--- src/rtl/mem_port_arbiter.sv ---
//------------------------------------------------------------------------------
// Module      : mem_port_arbiter
// Description : Shares one memory port between instruction fetch and data
//               accesses, one transaction in flight, DM priority with a
//               starvation bound for fetch and fetch-flush response dropping.
// Revision    : 1.0 - initial release
//------------------------------------------------------------------------------
`default_nettype none

module mem_port_arbiter #(
    parameter int ADDR_WIDTH   = 32,
    parameter int DATA_WIDTH   = 32,
    parameter int STARVE_LIMIT = 4
) (
    input  logic                    clk_i,
    input  logic                    reset_i,
    input  logic                    if_req_i,
    input  logic [ADDR_WIDTH-1:0]   if_addr_i,
    input  logic                    if_flush_i,
    output logic                    if_ready_o,
    output logic                    if_rvalid_o,
    output logic [DATA_WIDTH-1:0]   if_rdata_o,
    input  logic                    dm_req_i,
    input  logic                    dm_we_i,
    input  logic [ADDR_WIDTH-1:0]   dm_addr_i,
    input  logic [DATA_WIDTH-1:0]   dm_wdata_i,
    input  logic [DATA_WIDTH/8-1:0] dm_wmask_i,
    output logic                    dm_ready_o,
    output logic                    dm_rvalid_o,
    output logic [DATA_WIDTH-1:0]   dm_rdata_o,
    output logic                    mem_req_o,
    output logic                    mem_we_o,
    output logic [ADDR_WIDTH-1:0]   mem_addr_o,
    output logic [DATA_WIDTH-1:0]   mem_wdata_o,
    output logic [DATA_WIDTH/8-1:0] mem_wmask_o,
    input  logic                    mem_ready_i,
    input  logic                    mem_rvalid_i,
    input  logic [DATA_WIDTH-1:0]   mem_rdata_i
);

    localparam int         STRB_WIDTH = DATA_WIDTH / 8;
    localparam logic [1:0] ST_IDLE    = 2'd0;
    localparam logic [1:0] ST_REQ     = 2'd1;
    localparam logic [1:0] ST_RESP    = 2'd2;
    localparam logic       OWNER_DM   = 1'b0;
    localparam logic       OWNER_IF   = 1'b1;
    localparam logic [3:0] LIMIT      = 4'(STARVE_LIMIT);

    logic [1:0]            state_q,  state_d;
    logic                  owner_q,  owner_d;
    logic                  drop_q,   drop_d;
    logic [3:0]            starve_q, starve_d;
    logic                  we_q,     we_d;
    logic [ADDR_WIDTH-1:0] addr_q,   addr_d;
    logic [DATA_WIDTH-1:0] wdata_q,  wdata_d;
    logic [STRB_WIDTH-1:0] wmask_q,  wmask_d;

    logic if_elig;
    logic at_limit;
    logic grant_if;
    logic grant_dm;

    // A flushed fetch is not eligible; the starvation bound flips priority to IF.
    assign if_elig  = if_req_i & ~if_flush_i;
    assign at_limit = (starve_q == LIMIT);
    assign grant_if = (state_q == ST_IDLE) & if_elig & (~dm_req_i | at_limit);
    assign grant_dm = (state_q == ST_IDLE) & dm_req_i & (~if_elig | ~at_limit);

    always_ff @(posedge clk_i) begin
        if (reset_i) begin
            state_q  <= ST_IDLE;
            owner_q  <= OWNER_DM;
            drop_q   <= 1'b0;
            starve_q <= 4'd0;
            we_q     <= 1'b0;
            addr_q   <= '0;
            wdata_q  <= '0;
            wmask_q  <= '0;
        end else begin
            state_q  <= state_d;
            owner_q  <= owner_d;
            drop_q   <= drop_d;
            starve_q <= starve_d;
            we_q     <= we_d;
            addr_q   <= addr_d;
            wdata_q  <= wdata_d;
            wmask_q  <= wmask_d;
        end
    end

    always_comb begin
        state_d  = state_q;
        owner_d  = owner_q;
        drop_d   = drop_q;
        starve_d = starve_q;
        we_d     = we_q;
        addr_d   = addr_q;
        wdata_d  = wdata_q;
        wmask_d  = wmask_q;
        case (state_q)
            ST_IDLE: begin
                if (grant_if || grant_dm) begin
                    state_d = ST_REQ;
                    owner_d = grant_if ? OWNER_IF : OWNER_DM;
                    drop_d  = 1'b0;
                    we_d    = grant_dm & dm_we_i;
                    addr_d  = grant_if ? if_addr_i : dm_addr_i;
                    wdata_d = grant_dm ? dm_wdata_i : '0;
                    wmask_d = grant_dm ? dm_wmask_i : '0;
                    if (grant_dm && if_elig) begin
                        starve_d = at_limit ? starve_q : starve_q + 4'd1;
                    end else begin
                        starve_d = 4'd0;
                    end
                end
            end
            ST_REQ: begin
                if (owner_q == OWNER_IF && if_flush_i) begin
                    drop_d = 1'b1;
                end
                if (mem_ready_i) begin
                    state_d = ST_RESP;
                end
            end
            ST_RESP: begin
                if (owner_q == OWNER_IF && if_flush_i) begin
                    drop_d = 1'b1;
                end
                if (mem_rvalid_i) begin
                    state_d = ST_IDLE;
                end
            end
            default: begin
                state_d = ST_IDLE;
            end
        endcase
    end

    always_comb begin
        if_ready_o  = grant_if;
        dm_ready_o  = grant_dm;
        if_rvalid_o = (state_q == ST_RESP) & mem_rvalid_i & (owner_q == OWNER_IF) & ~drop_q;
        dm_rvalid_o = (state_q == ST_RESP) & mem_rvalid_i & (owner_q == OWNER_DM);
        if_rdata_o  = mem_rdata_i;
        dm_rdata_o  = mem_rdata_i;
        mem_req_o   = (state_q == ST_REQ);
        mem_we_o    = we_q;
        mem_addr_o  = addr_q;
        mem_wdata_o = wdata_q;
        mem_wmask_o = wmask_q;
    end

endmodule

`default_nettype wire

--- config.mk ---
export PLATFORM = sky130hd
export DESIGN_NAME = mem_port_arbiter
export DESIGN_NICKNAME = d
export VERILOG_FILES = /design/src/rtl/mem_port_arbiter.sv
export SDC_FILE = /design/constraint.sdc
export NUM_CORES = 1
export LEC_CHECK = 0
export CORE_UTILIZATION = 30
export CTS_BUF_LIST = sky130_fd_sc_hd__clkbuf_4
export DETAILED_ROUTE_END_ITERATION = 10
export PLACE_DENSITY = 0.79
export SLEW_MARGIN = 40
export SYNTH_ARGS = -nofsm -noshare
export SYNTH_HDL_FRONTEND = slang
export SYNTH_SLANG_ARGS = --single-unit
--- constraint.sdc ---
create_clock -name clk_i -period 1.5 [get_ports clk_i]
set_input_delay 0.3 -clock clk_i [delete_from_list [all_inputs] [get_ports clk_i]]
set_output_delay 0.3 -clock clk_i [all_outputs]
set_load 0.05 [all_outputs]
==> run summary <==
worst path bufs/invs = 3
syn_area_per_cell = 9.60 µm²
die width = 108 µm
Async SR Flop Fraction = 0
ys flop type = dfxtp_1
WP depth = 6
cell family with most CP delay = flip-flops
Critical Path Fanout Max = 3
crit end category = output pin
via count = 3307
Pleak = 2.68 nW
post-synthesis cell count = 349
Final setup viols = 75
Pwr Total = 10.8 mW
Cell variety after synth = 34
Root Buffer Master = clkbuf_4
Final period util = 1.31
Worst Reg2Reg Path Length in Cells = 10
starting density of the core = 0.309
flops & latches, synth = 77
Overflow after GRT = 0
latest clock arrival within the worst-skew pair = 0.43 ns
Post-Syn Nets = 495
endpoints failing hold = 0
Post-synth EDFFs = 0
Detailed Place HPWL = 7.44 mm
failing checks = negative setup slack
cell type with the largest total area after synthesis = dfxtp_1
CTS Buffer Depth = 2
Final Skew = 0.0176 ns
Tightest Pin Transition = 0.524 ns
Setup WS pre-CTS = -0.628 ns
RSZ-0062 raised after global routing = true
post-synth top area share = 0.460
fin crit period = 1.97 ns
clk sinks = 77
WL/cell = 19.8 µm
First DRT Iteration DRCs = 127
GRT Util Overall = 0.195
CP max stage delay = 0.35 ns
num rows = 38
initial antenna violation count = 0
most frequent cell after synthesis = dfxtp_1
share of cells above drive strength 1 = 0.440
critical-path cell list = inv_2, ha_4, nand3b_4, a211o_4, clkinvlp_4, buf_12
largest net degree at the start of global routing = 38
final antenna-violating net count = 0
core region area = 0.0108 mm²
status = finished, violations left
Critical-path top delay cell = dfxtp_2
Startpoint Class = flip-flop
FMAX = 508 MHz
sequential area share after synthesis = 0.460
setup TNS = -17.52 ns
number of CTS-inserted buffers = 9
final wirelength = 13.0 mm
Top Ports = 278
Post-CTS Hold Fix Bufs = 0
Max Cap Viol = 0
first-pass GRT wire length = 17.1 mm
routability cong. = 0.759
clock slew at reported path FFs = 0.13 ns
fin. max-slew vios = 0
DRC viols = 0
die footprint = 0.0116 mm²
Power Density = 1560 mW/mm²
Die H = 108 µm
largest cells by area after synthesis = dfxtp_1, buf_4, a22o_1
CTS H-tree depth = 3
setup ws final = -0.469 ns
Synth top cells by count = dfxtp_1, buf_4, nor2_1, a22o_1, nor3_1
Hold WC Path Type = input pin to flip-flop
Required @ worst endpoint = 1.20 ns
Via density = 5.04
vias in the first global route = 3285
Final nets = 657
Pre-antenna DRT Iters = 4
Setup CP Type = flip-flop to output pin
Ys Warns = 0
cell area after synthesis = 0.00335 mm²
CTS tree = yes
Worst IR Drop VDD = 0.000936 V
antenna cells = 0
PortBufs = 181
Layout area overhead = 106%
hold depth = 3
Slew headroom = 0.650
Critical Path AT = 1.67 ns
[state kept, by name, indices dropped and copies added (netlist names)]
| register | cells |
|---|---|
| mem_addr_o | 32 |
| mem_wdata_o | 32 |
| mem_wmask_o | 4 |
| starve_q | 4 |
| state_q | 2 |
| drop_q | 1 |
| mem_we_o | 1 |
| owner_q | 1 |
[layout by cell type, fill, tap and decap left out, types with 2 or more instances in the layout]
master	count
buf_12	79
dfxtp_1	73
inv_2	4
nor3_2	20
nor2_1	37
nand2_4	2
clkbuf_16	5
inv_1	3
nor3_1	14
clkdlybuf4s50_1	106
a22o_1	37
o22ai_2	13
a21oi_1	2
clkinvlp_4	3
dfxtp_2	4
buf_8	3
buf_4	26
ha_1	2
nor2_4	6
buf_16	3
clkbuf_4	9
nand3_1	2
mux2i_1	2
inv_6	3
o22ai_4	19
buf_6	10
ha_4	4
bufinv_16	2
[layer usage]
| layer | GRT usage | part of all wire |
|---|---|---|
| met3 | 0.0799 | 0.089 |
| met5 | 0 | 0 |
| met1 | 0.191 | 0.34 |
| met2 | 0.358 | 0.55 |
| met4 | 0.0851 | 0.022 |
[worst paths after layout]
check                 from              to  slack [ns]
min                reset_i     starve_q[0]        0.45
min reg2reg  mem_addr_o[8]   mem_addr_o[8]        0.54
max            starve_q[0]      if_ready_o       -0.47
max reg2reg    starve_q[0]  mem_addr_o[10]       -0.43
[tightest hold or removal path, delay by kind of cell]
kind | cells | cell delay, ns
simple gates | 1 | 0.21
buf+inv | 1 | 0.21
compound gates | 1 | 0.12
[power breakdown]
group	leakage, nW	total [mW]	switching (mW)	internal [mW]
sequential	0.636	2.94	0.459	2.48
combinational	1.96	6.32	3.17	3.15
clock	0.0895	1.55	0.847	0.705
[logic make-up (layout without fill, tap and decap cells)]
family,after synthesis,after routing,share of synthesized area
buffers and inverters,94,258,0.193
multiplexers,2,2,0.00597
AO/OA/AOI/OAI,82,82,0.192
flip-flops,77,77,0.460
adder cells (fa/ha/maj),6,6,0.0224
AND/OR/NAND/NOR,88,91,0.127
[through the flow]
stage           util  cell area (µm²)  instances  hold slack, ns
6_report       0.638             6910        656           0.449
4_1_cts        0.590             6400        639           0.404
3_5_place_dp   0.529             5740        608           0.524
3_3_place_gp   0.529             5740        608           0.508
2_1_floorplan      -             3430        349           0.426
5_1_grt        0.638             6910        656           0.401
[final cells by class]
| class | instances | area (µm²) |
|---|---|---|
| clock inverter | 7 | 105 |
| sequential | 77 | 1550 |
| clock buffer | 9 | 67.6 |
| timing repair buffer | 233 | 3210 |
| fill | 810 | 3930 |
| tap | 140 | 175 |
| multi-input combinational | 181 | 1770 |
| inverter | 9 | 41.3 |
[what timing repair did]
| item | in CTS | in global routing |
|---|---|---|
| cloned | 6 | 8 |
| setup buffers | 12 | 10 |
| resized for setup | 64 | 51 |
| pin swaps | 9 | 9 |
| setup endpoints to repair | 80 | 79 |
No activity file was read; power rests on OpenSTA's default activity.
